--- src/rtl/regfile_scoreboard.sv ---
// Decode-stage register file (NUM_RD comb reads, NUM_WR writes) with pending-write scoreboard.
// Latency: reads 0 cycles (optional same-cycle write bypass), writes and busy updates 1 cycle.
// Backpressure: issue_stall holds ID while a source or destination has an outstanding long producer.
module regfile_scoreboard #(
    parameter int XLEN   = 32,
    parameter int NREGS  = 32,
    parameter int NUM_RD = 2,
    parameter int NUM_WR = 2,
    parameter int BYPASS = 1,
    localparam int AW    = $clog2(NREGS)
) (
    input  logic                     clk,
    input  logic                     reset,
    input  logic [NUM_RD*AW-1:0]     rs_addr,
    output logic [NUM_RD*XLEN-1:0]   rs_data,
    input  logic [NUM_WR-1:0]        wr_en,
    input  logic [NUM_WR*AW-1:0]     wr_addr,
    input  logic [NUM_WR*XLEN-1:0]   wr_data,
    input  logic                     issue_valid,
    input  logic [1:0]               issue_rs_use,
    input  logic                     issue_rd_we,
    input  logic [AW-1:0]            issue_rd,
    input  logic                     issue_long,
    input  logic                     flush,
    output logic                     issue_stall,
    output logic [NREGS-1:0]         busy,
    output logic [AW:0]              pending_cnt
);

    logic [XLEN-1:0]  regs_q [NREGS];
    logic [XLEN-1:0]  regs_d [NREGS];
    logic [NREGS-1:0] busy_q;
    logic [NREGS-1:0] busy_d;
    logic [NREGS-1:0] wr_hit;
    logic [NREGS-1:0] blocked;
    logic [AW-1:0]    rd_addr;
    logic [XLEN-1:0]  rd_word;
    logic [AW-1:0]    wa;
    logic             issue_accept;

    // Merge write ports into next register state; later ports overwrite earlier ones.
    always_comb begin
        wa     = '0;
        wr_hit = '0;
        for (int r = 0; r < NREGS; r++) begin
            regs_d[r] = regs_q[r];
        end
        for (int i = 0; i < NUM_WR; i++) begin
            wa = wr_addr[i*AW +: AW];
            if (wr_en[i] && wa != '0) begin
                regs_d[wa] = wr_data[i*XLEN +: XLEN];
                wr_hit[wa] = 1'b1;
            end
        end
    end

    // Combinational read ports; x0 always reads zero, even when a port targets it.
    always_comb begin
        rs_data = '0;
        rd_addr = '0;
        rd_word = '0;
        for (int p = 0; p < NUM_RD; p++) begin
            rd_addr = rs_addr[p*AW +: AW];
            rd_word = regs_q[rd_addr];
            if (BYPASS != 0) begin
                for (int i = 0; i < NUM_WR; i++) begin
                    if (wr_en[i] && wr_addr[i*AW +: AW] == rd_addr) begin
                        rd_word = wr_data[i*XLEN +: XLEN];
                    end
                end
            end
            if (rd_addr == '0) begin
                rd_word = '0;
            end
            rs_data[p*XLEN +: XLEN] = rd_word;
        end
    end

    // Issue hazard check and scoreboard next state; a new long producer beats a same-cycle clear.
    always_comb begin
        blocked = (BYPASS != 0) ? (busy_q & ~wr_hit) : busy_q;
        blocked[0] = 1'b0;
        issue_stall = issue_valid &&
                      ((blocked[rs_addr[0 +: AW]] && issue_rs_use[0]) ||
                       (blocked[rs_addr[AW +: AW]] && issue_rs_use[1]) ||
                       (blocked[issue_rd] && issue_rd_we));
        issue_accept = issue_valid && !issue_stall && !flush;
        busy_d = busy_q & ~wr_hit;
        if (flush) begin
            busy_d = '0;
        end else if (issue_accept && issue_rd_we && issue_long && issue_rd != '0) begin
            busy_d[issue_rd] = 1'b1;
        end
        busy_d[0] = 1'b0;
    end

    // Count of outstanding long producers, from the registered busy bits.
    always_comb begin
        pending_cnt = '0;
        for (int r = 0; r < NREGS; r++) begin
            pending_cnt = pending_cnt + {{AW{1'b0}}, busy_q[r]};
        end
    end

    assign busy = busy_q;

    // State registers; synchronous reset overrides writes, issue and flush.
    always_ff @(posedge clk) begin
        if (reset) begin
            busy_q <= '0;
            for (int r = 0; r < NREGS; r++) begin
                regs_q[r] <= '0;
            end
        end else begin
            busy_q <= busy_d;
            for (int r = 0; r < NREGS; r++) begin
                regs_q[r] <= regs_d[r];
            end
        end
    end

endmodule

--- config.mk ---
export PLATFORM = sky130hd
export DESIGN_NAME = regfile_scoreboard
export DESIGN_NICKNAME = d
export VERILOG_FILES = /design/src/rtl/regfile_scoreboard.sv
export SDC_FILE = /design/constraint.sdc
export NUM_CORES = 2
export LEC_CHECK = 0
export ABC_AREA = 0
export BUFFER_PORTS_ARGS = -buffer_cell sky130_fd_sc_hd__buf_2
export CORE_MARGIN = 8
export CORE_UTILIZATION = 55
export DETAILED_ROUTE_END_ITERATION = 16
export PLACE_DENSITY_LB_ADDON = 0.15
export SYNTH_ARGS = -nofsm -noshare
export SYNTH_HDL_FRONTEND = slang
export SYNTH_SLANG_ARGS = --single-unit
--- constraint.sdc ---
create_clock -name clk -period 7.7 [get_ports clk]
set_input_delay 0.385 -clock clk [delete_from_list [all_inputs] [get_ports clk]]
set_output_delay 0.385 -clock clk [all_outputs]
set_load 0.05 [all_outputs]
==> results.md <==
- Status: complete, no violations
- # resized after CTS: 0
- Crit-path max FO: 6
- R2r endpoint: busy[31]
- Hpwl dp: 154000 um
- Wire per inst: 34.4 um
- Register area: 0.0211 mm2
- R2r startpoint: busy[24]
- Hold_buf cts: 0
- Area Growth Syn to Fin: 6.92%
- Fin. Hold Viols: 0
- Total clock buffers created by CTS: 118
- Clock Tree Buf Depth: 3
- Worst Setup End Kind: output port
- Worst hold path class: in -> reg
- Crit Path Category: reg -> out
- Root buffer cell: clkbuf_16
- R2r setup slk: 4.85 ns
- Layout cells sized above 1: 18.7%
- # setup viols final: 0
- Gpl congestion: 0.940
- # H-tree levels: 3
- Die Area: 0.132 mm2
- Sequential cell area fraction in the yosys report: 31.9%
- Core Region: 0.120 mm2
- Clock sink total: 1055
- Main synth FF type: dfxtp_1
- Nets@finish: 6818
- Initial drt markers: 11892
- CP Launch Type: flop
- WHS Endpoint: busy[5]
- HP Start: flush
- Max-slew violation count: 0
- Syn_nets: 7425
- Starting Density: 55.4%
- Worst skew pair latency: 0.74 ns
- Required @ worst endpoint: 7.32 ns
- Reg clk slew, reported paths: 0.06 ns
- Asr flop ratio synth: 0%
- # port buffers: 200
- Final Critical Period: 6.27 ns
- Non-filler cells, final: 8405
- # DRC: 0
- TritonCTS clock tree: built
- Setup_tns: 0 ns
- Min-Delay Path Depth: 3
- GRT Util Overall: 42.1%
- Mapped cell area: 0.0663 mm2
- Grt total ovfl: 0
- Final period utilization: 81.4%
- First-pass GRT wire length: 417000 um
- Initial antenna violation count: 13
- Die height: 363 um
- I/O Pins: 202
- Via count: 64356
- Row count: 127
- Synth Register Bits: 1055
- Die W: 363 um
- MaxCap Viol Count: 0
- Register-to-Register Path Depth: 9
- Via-to-Cell Ratio: 7.66
- Synth cell types: 79
- Power density cells: 186 mW/mm2
- Post-synth EDFFs: 0
- Relative slew slack: 15.2%
- Routed Antenna Nets: 0
- RSZ-0062 raised after global routing: false
- Synth Instances: 7296
- Clk_skew: 0.0125 ns
- Worst EP arrival: 5.88 ns
- Fmax: 159 MHz
- Largest net degree at the start of global routing: 224
- Number of global-route vias before repair: 60975
- Area of the multi-input gates: 0.0414 mm2
- Yosys warnings: 0
- Slew @ Worst Pin: 1.27 ns
- Worst VDD drop: 217 uV
- Total wire length: 289000 um
- Placed cell count: 8181
- Fill cell count: 10185
- Post-Syn Area per Cell: 9.08 um2
- P_leak: 24.2 nW
- Postcts setup bufs: 0
- Pre-antenna DRT Iters: 7
## registers in the layout, summed over array words and instances, names as in the netlist
name / cells
regs_q: 1024
busy: 31
## critical path: stages (launching register included)
cell     delay, ns
dfxtp_1       0.50
fa_1          0.49
fa_1          0.53
inv_1         0.06
fa_1          0.47
inv_1         0.05
fa_1          0.47
fa_1          0.49
inv_1         0.05
fa_1          0.45
fa_1          0.43
fa_1          0.48
inv_1         0.09
a21o_1        0.11
a21oi_1       0.07
xnor2_1       0.12
buf_2         0.28
## stage by stage
step                setup slack, ns  area (um2)  hold WS [ns]  utilization (%)  total power [W]
finish                         1.43       70800         0.132             59.2           0.0132
global route                   1.22       70800         0.159             59.2           0.0134
global placement               2.21       66800         0.463             55.8          0.00723
detailed placement             2.20       66800         0.468             55.8          0.00724
CTS                            1.43       70800         0.116             59.2           0.0131
floorplan                      1.66       66300         0.451                -          0.00677
## cells in the final DEF (no fill, tap or decap), types with 13 or more instances in the layout
cell / n
nor2_1: 1148
a21oi_1: 70
a211oi_1: 359
xor2_1: 17
nand2b_1: 14
clkbuf_8: 34
clkbuf_16: 121
fa_1: 23
inv_1: 39
dfxtp_1: 1055
o21ai_2: 20
clkinv_2: 18
nand2_1: 860
mux2i_1: 352
o21ai_0: 267
buf_2: 189
buf_4: 115
nor2b_1: 42
nand2_4: 30
a311oi_1: 709
clkbuf_1: 29
nand2_2: 13
mux4_2: 641
nand4_1: 26
nand3_1: 368
nor2_4: 16
## per-layer routing
layer  GRT usage, %  part of all wire, %
met3           14.8                   16
met4           26.6                  7.7
met5          0.181                0.025
met1           55.0                   35
met2           59.3                   41
## synth_stat cells (30+ instances only)
| library cell | instances | area [um2] |
|---|---|---|
| nor2_1 | 1164 | 4370 |
| dfxtp_1 | 1055 | 21100 |
| nand2_1 | 902 | 3390 |
| clkbuf_1 | 790 | 2970 |
| a311oi_1 | 709 | 6210 |
| mux4_2 | 641 | 14400 |
| nand3_1 | 370 | 1850 |
| a211oi_1 | 360 | 2700 |
| mux2i_1 | 352 | 3520 |
| o21ai_0 | 267 | 1340 |
| buf_1 | 147 | 552 |
| buf_2 | 73 | 365 |
| a21oi_1 | 70 | 350 |
| nor2b_1 | 45 | 282 |
| inv_1 | 39 | 146 |
| clkbuf_2 | 30 | 150 |
## final cells by class
cell class | instances | share of cell area (%)
inverter | 40 | 0.212
clock inverter | 31 | 0.563
tap | 1612 | 2.85
timing repair buffer | 320 | 2.95
antenna | 9 | 0.0318
multi-input combinational | 5154 | 58.5
sequential | 1055 | 29.8
clock buffer | 184 | 5.09
## how the worst max path moves through the flow
stage | from | end | slack, ns
floorplan | busy[26] | pending_cnt[4] | 1.66
global placement | busy[26] | pending_cnt[4] | 2.21
detailed placement | busy[26] | pending_cnt[4] | 2.20
CTS | busy[26] | pending_cnt[4] | 1.43
global route | busy[26] | pending_cnt[4] | 1.22
finish | busy[26] | pending_cnt[4] | 1.43
## report_power, final
group / switching (W) / total, W / internal [W] / leakage (nW)
clock: 0.00253 / 0.00597 / 0.00343 / 1.98
sequential: 0.0000742 / 0.00563 / 0.00556 / 8.52
combinational: 0.00110 / 0.00155 / 0.000452 / 13.7
total: 0.00371 / 0.0132 / 0.00945 / 24.2
## cells by family after synthesis
| kind of cell | count (synthesis) | share of synthesized area (%) |
|---|---|---|
| simple gates | 2599 | 16.2 |
| fa+ha+maj | 30 | 0.827 |
| mux | 996 | 27.2 |
| xor+xnor | 23 | 0.304 |
| compound gates | 1505 | 17.2 |
| buf+inv | 1087 | 6.42 |
| other cells | 1 | 0.00566 |
| flops | 1055 | 31.9 |
Note: power is estimated with default switching activity, not from simulation.
